$ cat src/rtl/id_lifecycle_if.sv
// Handshake bundle between the instruction pipeline and the ID lifecycle tracker.
// The master side is the pipeline. The slave side is the tracker.
interface id_lifecycle_if #(
    parameter int NUM_IDS    = 8,
    parameter int N_COMPLETE = 3
);
    localparam int IDW = $clog2(NUM_IDS);
    localparam int CW  = $clog2(N_COMPLETE + 1);

    logic                      reinit;
    logic                      init_done;
    logic                      clear_valid;
    logic [IDW-1:0]            clear_id;
    logic                      alloc_available;
    logic [IDW-1:0]            alloc_id;
    logic                      alloc_req;
    logic [IDW-1:0]            fetch_id;
    logic                      fetch_complete;
    logic                      decode_valid;
    logic [IDW-1:0]            decode_id;
    logic                      decode_advance;
    logic                      issue_valid;
    logic [IDW-1:0]            issue_id;
    logic                      flush;
    logic [N_COMPLETE-1:0]     complete_valid;
    logic [N_COMPLETE*IDW-1:0] complete_id;
    logic [IDW:0]              inflight_count;
    logic [CW-1:0]             retire_inc;

    modport master (
        output reinit, alloc_req, fetch_complete, decode_advance, issue_valid,
               issue_id, flush, complete_valid, complete_id,
        input  init_done, clear_valid, clear_id, alloc_available, alloc_id,
               fetch_id, decode_valid, decode_id, inflight_count, retire_inc
    );

    modport slave (
        input  reinit, alloc_req, fetch_complete, decode_advance, issue_valid,
               issue_id, flush, complete_valid, complete_id,
        output init_done, clear_valid, clear_id, alloc_available, alloc_id,
               fetch_id, decode_valid, decode_id, inflight_count, retire_inc
    );
endinterface

$ cat src/rtl/id_lifecycle_tracker.sv
// Ring allocator for instruction IDs: tracks alloc/fetch/decode/issue/complete per ID,
// frees unissued IDs on flush, and sweeps a clear stream for metadata RAMs in INIT.
module id_lifecycle_tracker #(
    parameter int NUM_IDS    = 8,
    parameter int N_COMPLETE = 3
) (
    input  logic         clk,
    input  logic         rst_n,
    id_lifecycle_if.slave bus
);
    localparam int IDW = $clog2(NUM_IDS);
    localparam int CW  = $clog2(N_COMPLETE + 1);

    localparam logic [0:0] ST_INIT = 1'b0;
    localparam logic [0:0] ST_RUN  = 1'b1;

    logic [0:0]            state_q, state_d;
    logic [IDW-1:0]        idx_q, idx_d;
    logic [IDW-1:0]        alloc_q, alloc_d, fetch_q, fetch_d, dec_q, dec_d;
    logic [IDW:0]          fcnt_q, fcnt_d;
    logic [NUM_IDS-1:0]    busy_q, busy_d, iss_q, iss_d;
    logic                  avail_q, avail_d;
    logic [IDW:0]          inflight_q, inflight_d;
    logic [CW-1:0]         retire_q, retire_d;
    logic [N_COMPLETE-1:0] acc;
    logic [IDW-1:0]        cid [N_COMPLETE];
    logic                  run, live, dec_ok;
    logic                  err_alloc, err_dec, err_cmp, err_dup;

    function automatic logic [IDW:0] popcount(input logic [NUM_IDS-1:0] v);
        logic [IDW:0] c;
        c = '0;
        for (int i = 0; i < NUM_IDS; i++) c = c + (IDW+1)'(v[i]);
        return c;
    endfunction

    always_comb begin
        run  = (state_q == ST_RUN);
        live = run & ~bus.reinit;
        for (int k = 0; k < N_COMPLETE; k++) begin
            cid[k] = bus.complete_id[k*IDW +: IDW];
            acc[k] = live & bus.complete_valid[k] & busy_q[cid[k]] & iss_q[cid[k]];
        end
    end

    always_comb begin
        state_d  = state_q;
        idx_d    = idx_q;
        alloc_d  = alloc_q;
        fetch_d  = fetch_q;
        dec_d    = dec_q;
        fcnt_d   = fcnt_q;
        busy_d   = busy_q;
        iss_d    = iss_q;
        retire_d = '0;
        dec_ok   = 1'b0;
        if (!run) begin
            idx_d = idx_q + IDW'(1);
            if (idx_q == IDW'(NUM_IDS - 1)) state_d = ST_RUN;
        end else if (bus.reinit) begin
            state_d = ST_INIT;
            idx_d   = '0;
            alloc_d = '0;
            fetch_d = '0;
            dec_d   = '0;
            fcnt_d  = '0;
            busy_d  = '0;
            iss_d   = '0;
        end else begin
            if (bus.flush) begin
                // An ID issued in the flush cycle is already past the flush point.
                for (int i = 0; i < NUM_IDS; i++)
                    if (busy_q[i] && !iss_q[i] && !(bus.issue_valid && bus.issue_id == IDW'(i)))
                        busy_d[i] = 1'b0;
                alloc_d = dec_q;
                fetch_d = dec_q;
                fcnt_d  = '0;
            end else begin
                if (bus.alloc_req && avail_q) begin
                    busy_d[alloc_q] = 1'b1;
                    iss_d[alloc_q]  = 1'b0;
                    alloc_d         = alloc_q + IDW'(1);
                end
                dec_ok = bus.decode_advance && (fcnt_q != '0);
                if (bus.fetch_complete) fetch_d = fetch_q + IDW'(1);
                if (dec_ok) dec_d = dec_q + IDW'(1);
                if (bus.fetch_complete && !dec_ok) fcnt_d = fcnt_q + (IDW+1)'(1);
                else if (!bus.fetch_complete && dec_ok) fcnt_d = fcnt_q - (IDW+1)'(1);
            end
            if (bus.issue_valid) iss_d[bus.issue_id] = 1'b1;
            for (int k = 0; k < N_COMPLETE; k++) begin
                if (acc[k]) begin
                    busy_d[cid[k]] = 1'b0;
                    iss_d[cid[k]]  = 1'b0;
                    retire_d       = retire_d + CW'(1);
                end
            end
        end
        avail_d    = (state_d == ST_RUN) & ~busy_d[alloc_d];
        inflight_d = popcount(busy_d);
    end

    always_ff @(posedge clk or negedge rst_n) begin
        if (!rst_n) begin
            state_q    <= ST_INIT;
            idx_q      <= '0;
            alloc_q    <= '0;
            fetch_q    <= '0;
            dec_q      <= '0;
            fcnt_q     <= '0;
            busy_q     <= '0;
            iss_q      <= '0;
            avail_q    <= 1'b0;
            inflight_q <= '0;
            retire_q   <= '0;
        end else begin
            state_q    <= state_d;
            idx_q      <= idx_d;
            alloc_q    <= alloc_d;
            fetch_q    <= fetch_d;
            dec_q      <= dec_d;
            fcnt_q     <= fcnt_d;
            busy_q     <= busy_d;
            iss_q      <= iss_d;
            avail_q    <= avail_d;
            inflight_q <= inflight_d;
            retire_q   <= retire_d;
        end
    end

    assign bus.init_done       = run;
    assign bus.clear_valid     = ~run;
    assign bus.clear_id        = idx_q;
    assign bus.alloc_available = avail_q;
    assign bus.alloc_id        = alloc_q;
    assign bus.fetch_id        = fetch_q;
    assign bus.decode_valid    = (fcnt_q != '0);
    assign bus.decode_id       = dec_q;
    assign bus.inflight_count  = inflight_q;
    assign bus.retire_inc      = retire_q;

    // Protocol misuse flags; flush and reinit legitimately swallow alloc/decode requests.
    always_comb begin
        err_alloc = live & ~bus.flush & bus.alloc_req & ~avail_q;
        err_dec   = live & ~bus.flush & bus.decode_advance & (fcnt_q == '0);
        err_cmp   = 1'b0;
        err_dup   = 1'b0;
        for (int k = 0; k < N_COMPLETE; k++) begin
            if (live && bus.complete_valid[k] && !acc[k]) err_cmp = 1'b1;
            for (int j = 0; j < k; j++)
                if (live && bus.complete_valid[k] && bus.complete_valid[j] && cid[k] == cid[j])
                    err_dup = 1'b1;
        end
    end

    a_alloc: assert property (@(posedge clk) disable iff (!rst_n) !err_alloc);
    a_dec:   assert property (@(posedge clk) disable iff (!rst_n) !err_dec);
    a_cmp:   assert property (@(posedge clk) disable iff (!rst_n) !err_cmp);
    a_dup:   assert property (@(posedge clk) disable iff (!rst_n) !err_dup);
endmodule

$ cat src/flat_wrapper.sv
// flat-port wrapper written by rule: the top's interface ports become plain ports
module id_lifecycle_tracker_flat 
#(
    parameter int NUM_IDS    = 8,
    parameter int N_COMPLETE = 3
)
  (clk, rst_n, bus_reinit, bus_alloc_req, bus_fetch_complete, bus_decode_advance, bus_issue_valid, bus_issue_id, bus_flush, bus_complete_valid, bus_complete_id, bus_init_done, bus_clear_valid, bus_clear_id, bus_alloc_available, bus_alloc_id, bus_fetch_id, bus_decode_valid, bus_decode_id, bus_inflight_count, bus_retire_inc);
  id_lifecycle_if #(.NUM_IDS(NUM_IDS), .N_COMPLETE(N_COMPLETE)) bus_i ();
  input  logic clk;
  input  logic rst_n;
  input wire logic [$bits(bus_i.reinit)-1:0] bus_reinit;
  input wire logic [$bits(bus_i.alloc_req)-1:0] bus_alloc_req;
  input wire logic [$bits(bus_i.fetch_complete)-1:0] bus_fetch_complete;
  input wire logic [$bits(bus_i.decode_advance)-1:0] bus_decode_advance;
  input wire logic [$bits(bus_i.issue_valid)-1:0] bus_issue_valid;
  input wire logic [$bits(bus_i.issue_id)-1:0] bus_issue_id;
  input wire logic [$bits(bus_i.flush)-1:0] bus_flush;
  input wire logic [$bits(bus_i.complete_valid)-1:0] bus_complete_valid;
  input wire logic [$bits(bus_i.complete_id)-1:0] bus_complete_id;
  output wire logic [$bits(bus_i.init_done)-1:0] bus_init_done;
  output wire logic [$bits(bus_i.clear_valid)-1:0] bus_clear_valid;
  output wire logic [$bits(bus_i.clear_id)-1:0] bus_clear_id;
  output wire logic [$bits(bus_i.alloc_available)-1:0] bus_alloc_available;
  output wire logic [$bits(bus_i.alloc_id)-1:0] bus_alloc_id;
  output wire logic [$bits(bus_i.fetch_id)-1:0] bus_fetch_id;
  output wire logic [$bits(bus_i.decode_valid)-1:0] bus_decode_valid;
  output wire logic [$bits(bus_i.decode_id)-1:0] bus_decode_id;
  output wire logic [$bits(bus_i.inflight_count)-1:0] bus_inflight_count;
  output wire logic [$bits(bus_i.retire_inc)-1:0] bus_retire_inc;
  assign bus_i.reinit = bus_reinit;
  assign bus_i.alloc_req = bus_alloc_req;
  assign bus_i.fetch_complete = bus_fetch_complete;
  assign bus_i.decode_advance = bus_decode_advance;
  assign bus_i.issue_valid = bus_issue_valid;
  assign bus_i.issue_id = bus_issue_id;
  assign bus_i.flush = bus_flush;
  assign bus_i.complete_valid = bus_complete_valid;
  assign bus_i.complete_id = bus_complete_id;
  assign bus_init_done = bus_i.init_done;
  assign bus_clear_valid = bus_i.clear_valid;
  assign bus_clear_id = bus_i.clear_id;
  assign bus_alloc_available = bus_i.alloc_available;
  assign bus_alloc_id = bus_i.alloc_id;
  assign bus_fetch_id = bus_i.fetch_id;
  assign bus_decode_valid = bus_i.decode_valid;
  assign bus_decode_id = bus_i.decode_id;
  assign bus_inflight_count = bus_i.inflight_count;
  assign bus_retire_inc = bus_i.retire_inc;
  id_lifecycle_tracker #(.NUM_IDS(NUM_IDS), .N_COMPLETE(N_COMPLETE)) u_core (.clk(clk), .rst_n(rst_n), .bus(bus_i));
endmodule
$ cat config.mk
export PLATFORM = sky130hd
export DESIGN_NAME = id_lifecycle_tracker_flat
export DESIGN_NICKNAME = d
export VERILOG_FILES = /design/src/rtl/id_lifecycle_if.sv /design/src/rtl/id_lifecycle_tracker.sv /design/src/flat_wrapper.sv
export SDC_FILE = /design/constraint.sdc
export NUM_CORES = 1
export LEC_CHECK = 0
export BUFFER_PORTS_ARGS = -buffer_cell sky130_fd_sc_hd__buf_2
export CAP_MARGIN = 40
export CORE_MARGIN = 3
export CORE_UTILIZATION = 55
export DETAILED_ROUTE_END_ITERATION = 8
export PLACE_DENSITY = 0.77
export SLEW_MARGIN = 20
export SYNTH_ARGS = -nofsm -noshare
export SYNTH_HDL_FRONTEND = slang
export SYNTH_SLANG_ARGS = --single-unit
$ cat constraint.sdc
create_clock -name clk -period 9.5 [get_ports clk]
set_input_delay 1.9 -clock clk [delete_from_list [all_inputs] [get_ports clk]]
set_output_delay 1.9 -clock clk [all_outputs]
set_load 0.03 [all_outputs]
---- Yosys cells after proc, flatten, opt, wreduce, memory -nomap -nowiden ----
Cells that the tools add are included.
cells by class
  add/sub/neg operators ................... 15
  order comparisons ....................... 11
  eq/ne operators ......................... 10
  mux-type cells .......................... 88
  bitwise logic cells ..................... 27
  reduce and logical (&&, ||, !) cells .... 59
operator list
  operator               number
  $mux W8                28
  $and A8 B8 Y8          7
  $mux W3                12
  $logic_and A1 B1 Y1    33
  $not A8 Y8             4
  $add A4 B1 Y4          6
  $lt A3 B4 Y1 const B   6
  $mux W1                24
  $bmux W1 S3            7
  $logic_not A1 Y1       18
  $mux W2                8
  $mux W4                4
  $or A8 B8 Y8           2
  $demux W1 S3           5
  $eq A3 B3 Y1 const B   5
  $ge A3 B1 Y1 const B   5
  $add A3 B1 Y3 const B  4
  $and A1 B1 Y1          11
  $reduce_bool A4 Y1     2
  $eq A3 B2 Y1 const B   2
  $add A2 B1 Y2 const B  2
  $add A4 B1 Y4 const B  1
  $ne A2 B2 Y1 const B   2
  $reduce_and A2 Y1      2
  other kinds (8)        10
storage, ports and cells
  flip-flop bits (word level) ............. 40
  input port bits ......................... 23
  output and inout port bits .............. 22
  word-level logic and storage cells ...... 221

---- Longest topological paths before layout ----
Gate-level depths: netlist of run 1.
  depth in word-level cells ............... 28
  gate-level depth with buffers ........... 16
  depth with buffers taken out ............ 15

---- Worst setup path before layout of run 1 ----
OpenSTA, ideal clock, no wires.
  kind .................................... input port to flip-flop
  start point ............................. input bus_complete_id[2]
  end point ............................... register u_core.inflight_q[2], in the netlist u_core.bus.inflight_count[2]
  library setup time ...................... 0.122 ns
  arrival ................................. 5.608 ns
  data required time ...................... 9.378 ns
  slack ................................... 3.770 ns
  stages .................................. 16
  path buffers ............................ 1
  cell sequence ........................... clkbuf_1 -> mux2_2 -> a22o_1 -> nor2_1 -> o31ai_1 -> nor3_1 -> nand2_1 -> a21oi_1 -> ha_1 -> inv_1 -> fa_1 -> fa_1 -> inv_1 -> fa_1 -> fa_1 -> xor2_1
between the ends
  word-level cells in the longest chain between the ends .. 24
  elaborated cells on any way between the ends .. 31
  classes of those cells .................. add/sub (7); order compare (2); mux (15); bitwise (6); reduce/logical (1)
ends and longest elaborated chain
  what                                                                RTL line                     text
  start, declared                                                     flat_wrapper.sv:19           input wire logic [$bits(bus_i.complete_id)-1:0] bus_complete_id;
  $lt A3 B4 Y1 (not written as such) or $ge A3 B1 Y1 (tied branches)  id_lifecycle_tracker.sv:93   busy_d[cid[k]] = 1'b0;
  $logic_and A1 B1 Y1 (not written as such)                           id_lifecycle_tracker.sv:93
  $mux W1 (not written as such)                                       id_lifecycle_tracker.sv:93
  $demux W1 S3                                                        n/a
  $not A8 Y8 (no source line)                                         n/a
  $and A8 B8 Y8 (no source line)                                      n/a
  $mux W8 *                                                           id_lifecycle_tracker.sv:92   if (acc[k]) begin
  $mux W8 *                                                           id_lifecycle_tracker.sv:60   end else if (bus.reinit) begin
  (+5 left out)                                                       n/a
  $and A8 B8 Y8 (no source line)                                      n/a
  $mux W8 *                                                           id_lifecycle_tracker.sv:92
  $mux W8 *                                                           id_lifecycle_tracker.sv:60
  $mux W8 *                                                           id_lifecycle_tracker.sv:57   if (!run) begin
  via u_core.busy_d[0]                                                id_lifecycle_tracker.sv:21   logic [NUM_IDS-1:0] busy_q, busy_d, iss_q, iss_d;
  $add A1 B1 Y2 *                                                     id_lifecycle_tracker.sv:33   for (int i = 0; i < NUM_IDS; i++) c = c + (IDW+1)'(v[i]);
  $add A4 B1 Y4 * (6 in a row)                                        id_lifecycle_tracker.sv:33
  via u_core.inflight_d[2]                                            id_lifecycle_tracker.sv:23   logic [IDW:0] inflight_q, inflight_d;
  end signal, assigned                                                id_lifecycle_tracker.sv:126  inflight_q <= inflight_d;
  end, declared                                                       id_lifecycle_tracker.sv:23
The timed path passes the listed nets; every way through them passes the cells marked *. The select of a mux whose other input is x is not followed.
A chain may end at the register's enable or synchronous reset.

---- Worst setup path after layout of run 1 ----
  start point ............................. input bus_complete_id[8]
  end point ............................... register u_core.inflight_q[2], in the netlist u_core.bus.inflight_count[2]
between the ends
  word-level cells in the longest chain between the ends .. 16
  elaborated cells on any way between the ends .. 23
  classes of those cells .................. add/sub (7); order compare (2); mux (9); bitwise (4); reduce/logical (1)
ends and longest elaborated chain
  what                                                                RTL line
  $lt A3 B4 Y1 (not written as such) or $ge A3 B1 Y1 (tied branches)  id_lifecycle_tracker.sv:93
  $logic_and A1 B1 Y1 (not written as such)                           id_lifecycle_tracker.sv:93
  $mux W1 (not written as such)                                       id_lifecycle_tracker.sv:93
  $demux W1 S3                                                        n/a
  $not A8 Y8 (no source line)                                         n/a
  $and A8 B8 Y8 (no source line)                                      n/a
  $mux W8 *                                                           id_lifecycle_tracker.sv:92
  $mux W8 *                                                           id_lifecycle_tracker.sv:60
  $mux W8 *                                                           id_lifecycle_tracker.sv:57
  via u_core.busy_d[0]                                                id_lifecycle_tracker.sv:21
  $add A1 B1 Y2 *                                                     id_lifecycle_tracker.sv:33
  $add A4 B1 Y4 * (6 in a row)                                        id_lifecycle_tracker.sv:33
  via u_core.inflight_d[2]                                            id_lifecycle_tracker.sv:23
Marks and branches as above.

==> out/summary.txt, run 1 <==
status: complete, no violations
crit path DAT: 6020 ps
post-synth net total: 451
CTS root buf: clkbuf_8
clk slew on worst S/H paths: 80 ps
critical path required time: 9690 ps
routed len/inst: 19.3 um
Worst path max stage delay: 490 ps
DRC violations left: 0
final net count: 481
pin count of the biggest net entering global routing: 24
DP Area: 3670 um^2
Total Wirelength: 9940 um
worst reg-to-reg path cell count: 16
Worst Tran Pin Value: 809 ps
CP Launch Type: primary input
vias per cell: 6.63
Max Fanout on Critical Path: 13
Final Core Density: 0.628
share of layout cells above drive strength 1: 0.150
hold path depth: 1
Initial Util: 0.573
worst hold slack: 523 ps
IO buf count: 44
routability cong.: 0.938
Longest Clk Path Bufs: 2
worst IR drop on VDD: 0.199 mV
most common cell in the netlist: dfrtp_1
number of flops mapped to enable cells by yosys: 0
crit path kind: in -> reg
Setup TNS: 0 ps
RSZ-0062 raised after global routing: false
Max Slew Vio Count: 0
num ports: 45
Synth top cells by count: 40 x dfrtp_1, 37 x nand2_1, 26 x nor2_1, 26 x o21ai_0, 25 x inv_1
post-synth top area cell: dfrtp_1
DR pass1 iterations: 7
cell area after synthesis: 3430 um^2
CP most frequent cell: fa_1
Final min period: 5830 ps
HP Class: reg -> reg
power per cell area: 233 nW/um^2
Die Wd: 85.0 um
CP Capture Type: flip-flop
max_cap viols: 0
Worst Skew: 7.48 ps
site row count: 28
post-DP HPWL: 7550 um
CTS buffer count: 5
1st-iter DRT viols: 241
predominant post-synthesis flop cell: dfrtp_1
Syn Inst Count: 410
worst r2r src: u_core.bus.init_done
number of clock sinks: 40
sequential share of the synthesized area: 0.292
worst reg-to-reg setup slack: 4680 ps
overall die height: 85.0 um
grt ovf: 0
global-route usage over all layers: 0.287
vias in the first global route: 3,242
f_max: 171 MHz
first-pass GRT wire length: 16,400 um
Yosys cell types: 71
post-cts sizing count: 0
Post-CTS Setup Bufs: 0
HP Start: u_core.bus.clear_id[0]
Placed Instances: 508
area delta synth->final: 9.66%
Routed Antenna Nets: 0
final hold vios: 0
H-tree levels: 2
CTS tree: built
Tcrit/Tclk final: 0.614
syn avg cell area: 8.37 um^2
reg-to-reg endpoint: u_core.bus.inflight_count[2]
Yosys top cell area share: 0.292
worst hold path endpoint: u_core.bus.clear_id[0]
Seq cells post-synth: 40
synth top area cells: dfrtp_1 29%, ha_1 4.7%, mux2i_1 4.1%
yosys warns: 0
Leakage: 1.69 nW
antenna violations before repair: 0
Core ar.: 5990 um^2
total number of vias: 3,422
Post-synth ARST share: 1.00
antenna cell count: 0
CTS Hold Bufs: 0
critical path's slowest cell: fa_1
cells along the critical path: buf_2 > mux2_2 > a221o_1 > nand2_1 > a31oi_1 > nor3_1 > nand2_1 > a21oi_1 > ha_1 > inv_1 > fa_1 > fa_1 > inv_1 > fa_1 > fa_1 > xor2_1
final setup fails: 0
die area: 7220 um^2
Non-Filler Instances: 516
later-pin clock latency in the skew report: 300 ps
final instance area: 3760 um^2
relative slew slack: 0.454
## per-stage QoR
stage	setup WS (ps)	power, mW
after floorplan	3770	0.620
after global placement	3420	0.739
after detailed placement	3380	0.753
after CTS	3690	0.874
after global routing	3450	0.943
final	3670	0.878
## worst max-delay path by stage
stage	from	end	slack [ps]	cells past startpoint
CTS	bus_complete_id[8]	u_core.bus.inflight_count[2]	3690	16
finish	bus_complete_id[8]	u_core.bus.inflight_count[2]	3670	16
floorplan	bus_complete_id[2]	u_core.bus.inflight_count[2]	3770	16
detailed placement	bus_complete_id[8]	u_core.bus.inflight_count[2]	3380	16
global placement	bus_complete_id[8]	u_core.bus.inflight_count[2]	3420	16
global route	bus_complete_id[8]	u_core.bus.inflight_count[2]	3450	16
## final cells by class
cell class,instances,area (um^2)
inverter,26,97.6
sequential,40,1000
multi-input combinational,321,2220
timing repair buffer,46,255
tap,75,93.8
clock inverter,1,7.51
clock buffer,7,86.3
fill,511,2230
## critical path, delay by kind of cell
| kind | cells | cell delay [ps] |
|---|---|---|
| xor gates and xnor gates | 1 | 150 |
| AOI/OAI and AO/OA | 3 | 650 |
| buffers and inverters | 3 | 330 |
| adders and majority gates | 5 | 1960 |
| and+or+nand+nor | 3 | 670 |
| muxes | 1 | 360 |
## cells by family (layout without fill, tap and decap cells)
kind of cell,count (synthesis),count (layout),synth area share
multiplexers,23,23,0.0704
AND/OR/NAND/NOR,161,161,0.253
AO/OA/AOI/OAI,115,115,0.238
buffers and inverters,49,80,0.0609
XOR/XNOR,4,4,0.0102
flip-flops,40,40,0.292
adder cells (fa/ha/maj),18,18,0.0766
## metal layers
layer	routed length, um	global-route usage	share of wire	up-vias
li1	-	-	-	1588
met1	4260	0.390	0.43	1621
met2	4440	0.442	0.45	177
met3	871	0.0621	0.088	36
met4	363	0.119	0.037	0
met5	0	0	0	-
## where the power goes
group | switching [mW] | internal, mW
clock network | 0.0618 | 0.0590
logic | 0.278 | 0.168
registers | 0.0925 | 0.219
total | 0.432 | 0.446
## state kept, by name, summed over array words and instances, names as in the netlist
register,count
u_core.bus.fetch_id,3
u_core.bus.retire_inc,2
u_core.bus.inflight_count,4
u_core.bus.clear_id,3
u_core.busy_q,8
u_core.fcnt_q,4
u_core.bus.alloc_id,3
u_core.bus.init_done,1
u_core.bus.decode_id,3
u_core.iss_q,8
u_core.bus.alloc_available,1
## cell usage in the layout (no fill, tap or decap), types with 13 or more instances in the layout
cell type,instances
a21oi_1,17
ha_1,13
nor2_1,26
nand2_1,37
mux2i_1,14
buf_2,44
nor3_1,17
o21ai_0,26
inv_1,25
nand3_1,17
dfrtp_1,40
Note: power is estimated with default switching activity, not from simulation.
==> inputs of run 2 (changes only) <==
Settings changed: CORE_UTILIZATION 55 to 53.
Clock period 9.5 ns to 5.1 ns, I/O delays scaled along.
==> out/summary.txt, run 2 (synthesis gave the netlist of run 1 again) <==
critical path's slowest cell: fa_1
final instance area: 3870 um^2 (+2.9%)
share of layout cells above drive strength 1: 0.173 (+0.0229)
Placed Instances: 519 (+2.2%)
Routed Antenna Nets: 0 (unchanged)
total number of vias: 3,529 (+3.1%)
CP Launch Type: primary input
Crit path depth: 16 (unchanged)
global-route usage over all layers: 0.291 (+0.00466)
final setup fails: 0 (unchanged)
worst reg-to-reg path cell count: 15 (-1)
top flop regs: u_core.busy_q x8, u_core.iss_q x8
Worst Tran Pin Value: 720 ps (-89.1 ps)
crit path DAT: 4890 ps (-1130 ps)
HP Class: reg -> reg
Worst Setup SP: bus_complete_id[2]
status: complete, no violations
Longest Clk Path Bufs: 2 (unchanged)
post-DP HPWL: 8080 um (+7.0%)
Power, Total: 1.74 mW (+98%)
grt ovf: 0 (unchanged)
worst reg-to-reg setup slack: 730 ps (-3950 ps)
Total Wirelength: 10,600 um (+6.9%)
post-cts sizing count: 0 (unchanged)
final worst setup slack: 396 ps (-3270 ps)
Post-CTS Setup Bufs: 0 (unchanged)
CP most frequent cell: fa_1
Final Core Density: 0.635 (+0.00682)
DRC violations left: 0 (unchanged)
CTS buffer count: 5 (unchanged)
critical path required time: 5280 ps (-4410 ps)
H-tree levels: 2 (unchanged)
most common cell after layout, fill and taps aside: buf_2
routability cong.: 0.993 (+5.9%)
clk slew on worst S/H paths: 90 ps (about the same)
Final min period: 4700 ps
Fillers: 555 (+8.6%)
Leakage: 1.76 nW (+4.1%)
DP Area: 3740 um^2 (+2.0%)
final hold vios: 0 (unchanged)
reg-to-reg endpoint: u_core.bus.inflight_count[2]
DR pass1 iterations: 5 (-2)
f_max: 213 MHz
antenna violations before repair: 0 (unchanged)
CTS root buf: clkbuf_8
vias per cell: 6.70 (+0.97%)
1st-iter DRT viols: 440 (+83%)
first-pass GRT wire length: 17,200 um (+5.1%)
die area: 7480 um^2 (+3.5%)
Max Slew Vio Count: 0 (unchanged)
num ports: 45 (unchanged)
Worst path max stage delay: 490 ps (about the same)
CP Capture Type: flip-flop
CP Capture Point: u_core.bus.inflight_count[2]
power per cell area: 449 nW/um^2 (+92%)
later-pin clock latency in the skew report: 300 ps (about the same)
relative slew slack: 0.514 (+0.0602)
worst IR drop on VDD: 0.358 mV (+80%)
cells along the critical path: buf_2 > mux2_2 > a22o_1 > nor2_1 > o31ai_1 > nor3_1 > nand2_1 > a21oi_1 > ha_1 > inv_1 > fa_1 > fa_1 > inv_1 > fa_1 > fa_1 > xor2_1
max_cap viols: 0 (unchanged)
CP delay by family, top: adder cells
site row count: 28 (unchanged)
pre-CTS setup slack: 96.4 ps (-3280 ps)
routed len/inst: 20.1 um (+4.6%)
Initial Util: 0.563 (-0.00988)
pin count of the biggest net entering global routing: 30 (+25%)
Core ar.: 6100 um^2 (+1.8%)
CTS tree: built
worst r2r src: u_core.busy_q[1]
antenna cell count: 0 (unchanged)
crit path kind: in -> reg
IO buf count: 44 (unchanged)
vias in the first global route: 3,331 (+2.7%)
final net count: 492 (+2.3%)
area delta synth->final: 12.8%
Tcrit/Tclk final: 0.922
Setup TNS: 0 ps (unchanged)
RSZ-0062 raised after global routing: false
CP bufs+invs: 3 (unchanged)
worst hold slack: 503 ps (-20.7 ps)
most frequent cells in the layout: 44 x buf_2, 40 x dfrtp_1, 37 x nand2_1
Die Wd: 86.5 um (+1.7%)
number of clock sinks: 40 (unchanged)
Non-Filler Instances: 527 (+2.1%)
CTS Hold Bufs: 0 (unchanged)
overall die height: 86.5 um (+1.7%)
Worst Skew: 10.1 ps (+2.62 ps)
Max Fanout on Critical Path: 6 (-7)
[run 2: where the power goes]
group	leakage [nW]	internal, mW	total, mW	switching, mW
combinational	1.17	0.328	0.879	0.551
clock	0.0645	0.173	0.291	0.118
sequential	0.529	0.408	0.567	0.159
[run 2: layout make-up]
class	count	area, um^2	area share
clock buffers	7	96.3	0.0249
clock inverters	1	30.0	0.00776
inverters	26	97.6	0.0252
multi-input cells	321	2220	0.574
flip-flops and latches	40	1000	0.259
well taps	75	93.8	0.0242
repair buffers	57	330	0.0853
[run 2: layer usage]
layer / global-route usage / wire length [um] / vias up / part of all wire
li1: - / - / 1613 / -
met2: 0.451 / 4810 / 202 / 0.45
met3: 0.0618 / 1060 / 35 / 0.10
met5: 0.0350 / 0 / - / 0
met1: 0.404 / 4490 / 1679 / 0.42
met4: 0.0935 / 257 / 0 / 0.024
[run 2: worst min path at each step]
stage,startpoint,to,slack [ps],depth (start not counted)
final,u_core.bus.clear_id[0],u_core.bus.clear_id[0],500,1
after global routing,u_core.bus.fetch_id[1],u_core.bus.fetch_id[1],570,2
after CTS,u_core.bus.clear_id[0],u_core.bus.clear_id[0],510,1
after detailed placement,u_core.bus.clear_id[0],u_core.bus.clear_id[0],500,1
after global placement,u_core.bus.clear_id[0],u_core.bus.clear_id[0],490,1
after floorplan,u_core.fcnt_q[3],u_core.fcnt_q[3],490,1
